--- config.mk ---
export PLATFORM = sky130hd
export DESIGN_NAME = priority_arbiter
export DESIGN_NICKNAME = d
export VERILOG_FILES = /design/src/rtl/priority_arbiter.sv
export SDC_FILE = /design/constraint.sdc
export NUM_CORES = 1
export LEC_CHECK = 0
export ABC_CLOCK_PERIOD_IN_PS = 1100
export BUFFER_PORTS_ARGS = -buffer_cell sky130_fd_sc_hd__clkbuf_2
export CAP_MARGIN = 20
export CORE_AREA = 2 2 39 41
export DETAILED_ROUTE_END_ITERATION = 16
export DIE_AREA = 0 0 41 43
export PLACE_DENSITY = 0.6
export SLEW_MARGIN = 20
export SYNTH_ARGS = -nofsm -noshare
export SYNTH_HDL_FRONTEND = slang
export SYNTH_SLANG_ARGS = --single-unit
--- constraint.sdc ---
create_clock -name clk -period 1.1 [get_ports clk]
set_input_delay 0.11 -clock clk [delete_from_list [all_inputs] [get_ports clk]]
set_output_delay 0.11 -clock clk [all_outputs]
set_load 0.005 [all_outputs]
--- src/rtl/priority_arbiter.sv ---
// Registered N-way arbiter with a valid/ready output stage.
// Fixed priority (highest index wins) or round-robin, selected by RR_EN.
module priority_arbiter #(
  parameter int N     = 8,
  parameter int RR_EN = 0,
  localparam int W    = $clog2(N)
) (
  input  logic         clk,
  input  logic         rst,
  input  logic [N-1:0] req,
  input  logic         out_ready,
  output logic         out_valid,
  output logic [W-1:0] out_idx,
  output logic [N-1:0] out_onehot
);

  typedef enum logic {EMPTY, FULL} state_e;

  localparam logic [N-1:0] ONE = {{(N-1){1'b0}}, 1'b1};

  state_e         state_q, state_d;
  logic [W-1:0]   idx_q, idx_d;
  logic [W-1:0]   ptr_q, ptr_d;
  logic [N-1:0]   onehot_q, onehot_d;
  logic [W-1:0]   ptrEff;
  logic [W-1:0]   winIdx;
  logic           found;
  logic           accept;
  logic           load;
  int             cand;

  assign accept = (state_q == FULL) && out_ready;
  assign load   = (state_q == EMPTY) || out_ready;

  // A same-cycle accept makes the just-granted index lowest priority for this search.
  assign ptrEff = ((RR_EN != 0) && accept) ? idx_q : ptr_q;

  always_comb begin
    found  = 1'b0;
    winIdx = '0;
    cand   = 0;
    if (RR_EN == 0) begin
      for (int i = 0; i < N; i++) begin
        if (req[W'(i)]) begin
          found  = 1'b1;
          winIdx = W'(i);
        end
      end
    end else begin
      // Walk the order from last to first so the earliest candidate overwrites the rest.
      for (int k = N; k >= 1; k--) begin
        cand = int'(ptrEff) + N - k;
        if (cand >= N) cand = cand - N;
        if (req[W'(cand)]) begin
          found  = 1'b1;
          winIdx = W'(cand);
        end
      end
    end
  end

  always_comb begin
    state_d  = state_q;
    idx_d    = idx_q;
    onehot_d = onehot_q;
    ptr_d    = ptr_q;
    if ((RR_EN != 0) && accept) ptr_d = idx_q;
    if (load) begin
      if (found) begin
        state_d  = FULL;
        idx_d    = winIdx;
        onehot_d = ONE << winIdx;
      end else begin
        state_d  = EMPTY;
        onehot_d = '0;
      end
    end
  end

  always_ff @(posedge clk) begin
    if (rst) begin
      state_q  <= EMPTY;
      idx_q    <= '0;
      onehot_q <= '0;
      ptr_q    <= '0;
    end else begin
      state_q  <= state_d;
      idx_q    <= idx_d;
      onehot_q <= onehot_d;
      ptr_q    <= ptr_d;
    end
  end

  assign out_valid  = (state_q == FULL);
  assign out_idx    = idx_q;
  assign out_onehot = onehot_q;

endmodule
==> results of run 1 <==
-- report_power, final --
part           internal [W]  switching, W  total [W]
Combinational     0.0000322     0.0000421  0.0000743
Clock              0.000139     0.0000987   0.000237
Sequential         0.000268    0.00000643   0.000275
Total              0.000439      0.000147   0.000586
-- per-stage QoR --
step	utilization	cells	hold slack, ns	setup WS [ns]	power (W)
after global routing	0.295	70	0.124	0.0976	0.000613
after CTS	0.295	70	0.109	0.129	0.000595
after global placement	0.276	66	0.378	0.140	0.000352
after detailed placement	0.276	66	0.384	0.136	0.000354
final	0.295	70	0.116	0.138	0.000586
after floorplan	-	42	0.179	0.185	0.000327
-- kinds of logic after synthesis --
logic type / share of synthesized area
flip-flops: 0.439
buffers and inverters: 0.141
AO/OA/AOI/OAI: 0.196
AND/OR/NAND/NOR: 0.212
other: 0.0118
-- synth_stat cells, types with 2 or more instances --
cell type and instances:
buf_4 5, dfxtp_1 7, inv_1 2, a21oi_1 7
nand2_1 5
-- sequential cells by signal, indices dropped and copies added (netlist names) --
register    cells
out_idx         2
out_onehot      4
out_valid       1
-- routing by layer --
layer  vias to the layer above  GRT usage  part of all wire
met1                       144     0.0844              0.41
met3                         4     0.0314             0.061
met2                        12      0.122              0.50
met5                         -          0                 0
met4                         0      0.100             0.033
li1                        156          -                 -
-- area by class of cell --
cell class | instances | area (um^2)
Tap cell | 16 | 20.0
Fill cell | 154 | 976
Timing Repair Buffer | 13 | 65.1
Multi-Input combinational cell | 28 | 149
Sequential cell | 7 | 140
Inverter | 2 | 7.51
Clock buffer | 4 | 26.3
-- worst paths after layout --
check	to	slack [ns]	cells after the start
max	out_idx[0]	0.14	2
min	out_onehot[0]	0.12	2
max reg2reg	out_idx[0]	0.14	2
min reg2reg	out_onehot[0]	0.45	2
==> results.yml, run 1 <==
floorplanning:
  rows: 14
  floorplan.die_area_um2: 1760
  die_h_um: 43
  io-pin-count: 23
  initial_core_util: 0.231
  die_w_um: 41
  core_area_um2: 1380
yosys:
  synth.avg_cell_area_um2: 8.40
  seq_area_frac_synth: 0.439
  synth.top_cell.area_share: 0.439
  synthesis.yosys.warnings: 0
  postSynth.asyncResetShare: 0
  synth_enable_flop_cells: 0
  yosys.cell_types.count: 17
  cell_type_with_the_highest_aggregate_area_in_the_netlist: "dfxtp_1"
  synth.ff_latch_count: 7
  post_synth_inst_count: 38
  yosys-top-cells-area: "dfxtp_1 44%, buf_4 12%, a21oi_1 11%"
  synth_ff_type: "dfxtp_1"
  syn_area_um2: 319
clock_network:
  postCtsSetupBuffers: 0
  cts_tree: "yes"
  cts_hold_buf: 0
  cts-buffers-inserted: 3
  clock_sink_count: 7
  ctsRootBufferMaster: "clkbuf_4"
  cts.reportedPaths.clkPinSlew_ns: 0.05
  cts.repair.resized: 0
  number_of_buffers_between_clock_root_and_the_deepest_sink: 2
  clk_latency_ns: 0.25
  h-tree-depth: 1
power:
  total_leakage_power_nw: 0.194
  power.density_cell_area_nw_per_um2: 1440
  irDropWorstVdd_uv: 349
cells_and_area:
  antenna_cells: 0
  layout-drive-gt1-share: 0.315
  layout_overhead_on_the_synthesized_area_pct: 27.8
  mostFrequentLayoutCell: "clkbuf_2"
  finish.net_count: 66
  layout.cells.most_common_list: "13 x clkbuf_2, 7 x a21oi_1, 7 x dfxtp_1"
  final_area_um2: 408
sta:
  min_period_over_period: 0.875
  final.setup.tns_ns: 0
  drv_slew: 0
  rsz0062_at_grt: "false"
  final-hold-violation-count: 0
  clock.fmax_mhz: 1040
  period_needed_ns: 0.962
  final-setup-viol-count: 0
  timing.clock.skew_ns: 0.00213
run_status:
  status: "complete, no violations"
worst_setup_path:
  setup.worst_path.start: "out_valid"
  crit_slowest_cell: "dfxtp_1"
  timing.critical_path.required_ns: 1.24
  worst_setup_path_start_kind: "register"
  setup.worst_path.class: "reg2reg"
  path_cells: "and2b_1 -> o311a_1"
  worstPathBufferInverterCount: 0
  critPathTopFamily: "flip-flops"
  reg2reg_from: "out_valid"
  crit_fanout: 7
  cp_slowest_stage_delay_ns: 0.31
  critical_path.endpoint_type: "register"
  arrival_ns: 1.10
grt:
  pin_count_of_the_biggest_net_entering_global_routing: 8
  via_count_of_the_first_global_routing_pass: 263
  grt_overflow_total: 0
  grtUsageTotal: 0.0866
  antenna_found_initial: 0
  wire_length_of_the_first_global_routing_pass_um: 952
min_path:
  worstHoldStart: "rst"
  hold_path_class: "in2reg"
routing:
  detailedRoute.firstPassIterationCount: 4
  vias: 316
  post_drt_antenna_nets: 0
  detail_route.wirelength_um: 670
  wl_per_cell_um: 9.57
  via_per_inst: 4.51
  drt_iter0_drc: 11
  remaining_drcs: 0
placement:
  gp_congestion: 0.768
  portBuffers: 13
  placedInstanceArea_um2: 382
job:
  max_cap_violations: 0
No activity file was read; power rests on OpenSTA's default activity.
==> run 2, diff against run 1 <==
--- a/config.mk
+++ b/config.mk
@@ -13,4 +13,5 @@
 export DIE_AREA = 0 0 41 43
 export PLACE_DENSITY = 0.6
+export SETUP_SLACK_MARGIN = 0.4
 export SLEW_MARGIN = 20
 export SYNTH_ARGS = -nofsm -noshare
==> constraint.sdc (replaced) <==
create_clock -name clk -period 1.1 [get_ports clk]
set_input_delay 0 -clock clk [delete_from_list [all_inputs] [get_ports clk]]
set_output_delay 0 -clock clk [all_outputs]
set_load 0.005 [all_outputs]
==> run 2 against run 1 <==
Via count grew 4.7%. Cell area is 16% higher. Register-to-register slack better by 0.02 ns. Die area did not move. Power increased by 3.4%. Maximum frequency is 2.3% higher. Count of clock-buffer cells in the layout is the same. Clock power about the same. Non-clock buffer count up 5. Clock skew grew 0.0066 ns. Global-route usage is 0.30 points higher.
==> results.yml, run 2 (synthesis gave the netlist of run 1 again) <==
min_path:
  hold_path_class: "in2reg"
  hold_depth: 3
power:
  power.share.sequential: 0.456
  power.switching_w: 0.000150
  power_frac_clock: 0.387
  switching_share_of_power: 0.247
  total_power_w: 0.000606
  power_report.internal_total_w: 0.000456
  share_of_power_burned_in_combinational_logic: 0.157
  irDropWorstVdd_uv: 457
  total_leakage_power_nw: 0.224
  power.density_cell_area_nw_per_um2: 1280
sta:
  final-setup-viol-count: 0
  postLayoutSetupSlackWorst_ns: 0.159
  drv_slew: 0
  clock.fmax_mhz: 1060
  rsz0062_at_grt: "true"
  timing.clock.skew_ns: 0.00875
  final.setup.tns_ns: 0
  timing.hold.ws_ns: 0.0303
  final-hold-violation-count: 0
  period_needed_ns: 0.941
  min_period_over_period: 0.855
cells_and_area:
  multi_input_comb_area_um2: 161
  antenna_cells: 0
  layout-drive-gt1-share: 0.475
  flip_flop_count_of_the_largest_register_all_copies_and_words_added: 4
  nFillCells: 160
  layout.cells.most_common_list: "13 x clkbuf_2, 6 x a21oi_1, 6 x dfxtp_2"
  seqCellArea_um2: 148
  finish.net_count: 71
  layout_overhead_on_the_synthesized_area_pct: 48.2
  mostFrequentLayoutCell: "clkbuf_2"
  final_area_um2: 473
clock_network:
  h-tree-depth: 1
  cts-buffers-inserted: 3
  cts.reportedPaths.clkPinSlew_ns: 0.06
  clock_sink_count: 7
  number_of_buffers_between_clock_root_and_the_deepest_sink: 2
  cts_tree: "yes"
  clk_latency_ns: 0.25
  ctsRootBufferMaster: "clkbuf_4"
worst_setup_path:
  crit_slowest_cell: "dfxtp_2"
  cp_slowest_stage_delay_ns: 0.31
  timing.critical_path.required_ns: 1.23
  reg2regPathDepth: 2
  setup.worst_path.class: "reg2reg"
  critical_path.endpoint_type: "register"
  worstPathBufferInverterCount: 0
  critPathTopFamily: "flip-flops"
  crit_cells: 2
  path_cells: "and2b_2 -> o311a_1"
  crit_fanout: 5
  worst_setup_path_start_kind: "register"
  arrival_ns: 1.07
routing:
  detail_route.wirelength_um: 736
  post_drt_antenna_nets: 0
  drt_iter0_drc: 6
  vias: 331
  wl_per_cell_um: 9.81
  remaining_drcs: 0
  detailedRoute.firstPassIterationCount: 4
  via_per_inst: 4.41
floorplanning:
  io-pin-count: 23
  floorplan.die_area_um2: 1760
  initial_core_util: 0.231
  rows: 14
  die_w_um: 41
  core_area_um2: 1380
  die_h_um: 43
placement:
  placement.setup.worst_slack_ns: 0.137
  gp_congestion: 0.767
  placedInstanceArea_um2: 382
  dp.final_hpwl_um: 514
  portBuffers: 13
job:
  max_cap_violations: 0
grt:
  grt_overflow_total: 0
  wire_length_of_the_first_global_routing_pass_mm: 1.04
  grtUsageTotal: 0.0896
  pin_count_of_the_biggest_net_entering_global_routing: 7
  antenna_found_initial: 0
  via_count_of_the_first_global_routing_pass: 284
run_status:
  status: "complete, no violations"
-- run 2: path summary, 6_finish.rpt --
check | from | end | slack (ns)
max | out_valid | out_idx[0] | 0.16
min | req[1] | out_onehot[1] | 0.03
max reg2reg | out_valid | out_idx[0] | 0.16
min reg2reg | out_onehot[1] | out_onehot[1] | 0.44
-- run 2: power groups by stage --
| stage | Clock, W | Sequential (W) | Combinational [W] |
|---|---|---|---|
| 5_1_grt | 0.000249 | 0.000278 | 0.000104 |
| 2_1_floorplan | 0 | 0.000282 | 0.0000456 |
| 3_5_place_dp | 0 | 0.000280 | 0.0000734 |
| 4_1_cts | 0.000241 | 0.000275 | 0.0000946 |
| 6_report | 0.000234 | 0.000276 | 0.0000954 |
| 3_3_place_gp | 0 | 0.000280 | 0.0000725 |
-- run 2: layer usage --
layer | vias to the layer above | GRT usage | part of all wire
met5 | - | 0 | 0
met1 | 155 | 0.0942 | 0.44
met4 | 0 | 0.0600 | 0
met3 | 0 | 0.0314 | 0.049
met2 | 9 | 0.141 | 0.51
li1 | 167 | - | -
-- run 2: area by class of cell --
type / instances / area share
Multi-Input combinational cell: 28 / 0.341
Sequential cell: 7 / 0.312
Timing Repair Buffer: 18 / 0.233
Clock buffer: 4 / 0.0556
Tap cell: 16 / 0.0423
Inverter: 2 / 0.0159
-- run 2: metrics by stage --
step                 util  instances
floorplan               -         42
global placement    0.276         66
detailed placement  0.276         66
CTS                 0.337         75
global route        0.342         75
finish              0.342         75
-- run 2: what timing repair did --
action	4_1_cts	5_1_grt
pin swaps	1	0
setup buffers	2	0
hold buffers	3	0
endpoints found under the setup margin	8	14
gates cloned	0	0
gates resized for setup	4	5
hold endpoints to repair	1	0
-- run 2: tightest hold or removal path, cell delays in order --
cell	delay, ns
clkbuf_2	0.11
nand3_1	0.07
a21oi_1	0.06
==> run 3, diff against run 2 <==
Settings changed: CELL_PAD_IN_SITES_DETAIL_PLACEMENT set to 1, CELL_PAD_IN_SITES_GLOBAL_PLACEMENT set to 2, CORE_AREA 2 2 39 41 to not set, CORE_MARGIN set to 2, CORE_UTILIZATION set to 20, CTS_BUF_LIST set to sky130_fd_sc_hd__clkbuf_2, DIE_AREA 0 0 41 43 to not set, PLACE_DENSITY 0.6 to 0.85.
==> run 3 against run 2 <==
Worst setup slack better by 0.0056 ns. Final cell count down 1.3%. Maximum frequency up 0.60%. Worst hold slack worse by 0.014 ns. Sequential share of layout area up 1.5 points. Power down 7.6%. Routed wire length up 1.9%. Sequential power about the same. Combinational power down 5.5%. Utilization down 4.2 points. Sequential cell count unchanged. Critical path type unchanged. Largest cell class unchanged. Largest power group unchanged.
==> results.yml, run 3 (synthesis gave the netlist of run 1 again) <==
run_status:
  status: "complete, no violations"
cells_and_area:
  flip_flop_count_of_the_largest_register_all_copies_and_words_added: 4
  layout_overhead_on_the_synthesized_area_pct: 41.6
  final_area_um2: 452
  layout.cells.most_common_list: "17 x clkbuf_2, 6 x a21oi_1, 6 x dfxtp_2"
  layout-drive-gt1-share: 0.534
  finish.net_count: 70
  antenna_cells: 0
  mostFrequentLayoutCell: "clkbuf_2"
worst_setup_path:
  setup.worst_path.class: "reg2reg"
  setup.worst_path.start: "out_valid"
  reg2regPathDepth: 2
  critical_path.endpoint_type: "register"
  crit_fanout: 5
  worst_setup_path_start_kind: "register"
  arrival_ns: 1.06
  reg2reg_slack_ns: 0.16
  critical_path.reg2reg.endpoint: "out_idx[0]"
  timing.critical_path.required_ns: 1.22
  reg2reg_from: "out_valid"
power:
  total_leakage_power_nw: 0.224
  power.density_cell_area_nw_per_um2: 1240
  total_power_w: 0.000560
  irDropWorstVdd_uv: 430
grt:
  pin_count_of_the_biggest_net_entering_global_routing: 8
  antenna_found_initial: 0
  gr-usage-met2: 0.141
  wire_length_of_the_first_global_routing_pass_mm: 1.21
  globalRouteMet1Util: 0.0934
  via_count_of_the_first_global_routing_pass: 298
  grt.busiest_layer: "met2"
  grt_overflow_total: 0
  met3_layer_usage_reported_by_global_route: 0.0542
  grtUsageTotal: 0.0910
floorplanning:
  die_h_um: 43.9
  initial_core_util: 0.212
  die_w_um: 43.9
  floorplan.die_area_um2: 1930
  io-pin-count: 23
  rows: 14
  core_area_um2: 1510
placement:
  gp_congestion: 0.710
  dp.final_hpwl_um: 551
  placement.setup.worst_slack_ns: 0.122
  placedInstanceArea_um2: 382
  portBuffers: 13
routing:
  remaining_drcs: 0
  vias: 325
  post_drt_antenna_nets: 0
  detailedRoute.firstPassIterationCount: 5
  detail_route.wirelength_um: 750
  via_per_inst: 4.39
  drt_iter0_drc: 6
  wl_per_cell_um: 10.1
sta:
  final.setup.tns_ns: 0
  timing.clock.skew_ns: 0.00689
  rsz0062_at_grt: "true"
  final-setup-viol-count: 0
  final-hold-violation-count: 0
  period_needed_ns: 0.935
  min_period_over_period: 0.850
  drv_slew: 0
  clock.fmax_mhz: 1070
  timing.hold.ws_ns: 0.0166
  postLayoutSetupSlackWorst_ns: 0.165
clock_network:
  cts-buffers-inserted: 3
  cts_tree: "yes"
  clk_latency_ns: 0.23
  cts.reportedPaths.clkPinSlew_ns: 0.08
  number_of_buffers_between_clock_root_and_the_deepest_sink: 2
  ctsRootBufferMaster: "clkbuf_2"
  h-tree-depth: 1
  cts_hold_buf: 0
  clock_sink_count: 7
min_path:
  worstHoldStart: "rst"
  holdPathEnd: "out_valid"
  hold_depth: 2
  hold_path_class: "in2reg"
job:
  max_cap_violations: 0
-- run 3: changes by cell type in the layout (fill, tap and decap cells not counted), sizes merged --
cell and change:
buf +2, dlygate4sd3 -3
-- run 3: where the power goes --
part           total (W)  internal, W  switching, W
clock network   0.000194    0.0000967     0.0000969
registers       0.000276     0.000270    0.00000653
logic          0.0000902    0.0000439     0.0000463
total           0.000560     0.000410      0.000150
-- run 3: worst max-delay path: stages, from the launching register on --
cell and delay (ns):
dfxtp_2 0.32, and2b_2 0.22, o311a_1 0.29
-- run 3: how the worst max path moves through the flow --
stage / end / cells after the start / slack [ns]
after floorplan: out_idx[0] / 2 / 0.19
after global placement: out_idx[0] / 2 / 0.13
after detailed placement: out_idx[0] / 2 / 0.12
after CTS: out_idx[0] / 2 / 0.17
after global routing: out_idx[0] / 2 / 0.13
final: out_idx[0] / 2 / 0.16
-- run 3: layer usage --
layer | routed length, um | vias up | share of wire
li1 | - | 160 | -
met1 | 309 | 150 | 0.41
met2 | 377 | 12 | 0.50
met3 | 53 | 3 | 0.071
met4 | 10 | 0 | 0.013
met5 | 0 | - | 0
-- run 3: cell type report --
cell class                      count  area, um^2
Sequential cell                     7         148
Timing Repair Buffer               17        95.1
Clock buffer                        4        20.0
Fill cell                         195        1050
Tap cell                           16        20.0
Multi-Input combinational cell     28         161
Inverter                            2        7.51
-- run 3: timing repair --
action | 4_1_cts | 5_1_grt
gates resized for setup | 4 | 5
pin swaps | 3 | 1
endpoints found under the setup margin | 8 | 14
buffers inserted | 3 | 1
-- run 3: per-stage QoR --
stage                util  instances
floorplan               -         42
global placement    0.253         66
detailed placement  0.253         66
CTS                 0.291         73
global route        0.300         74
finish              0.300         74
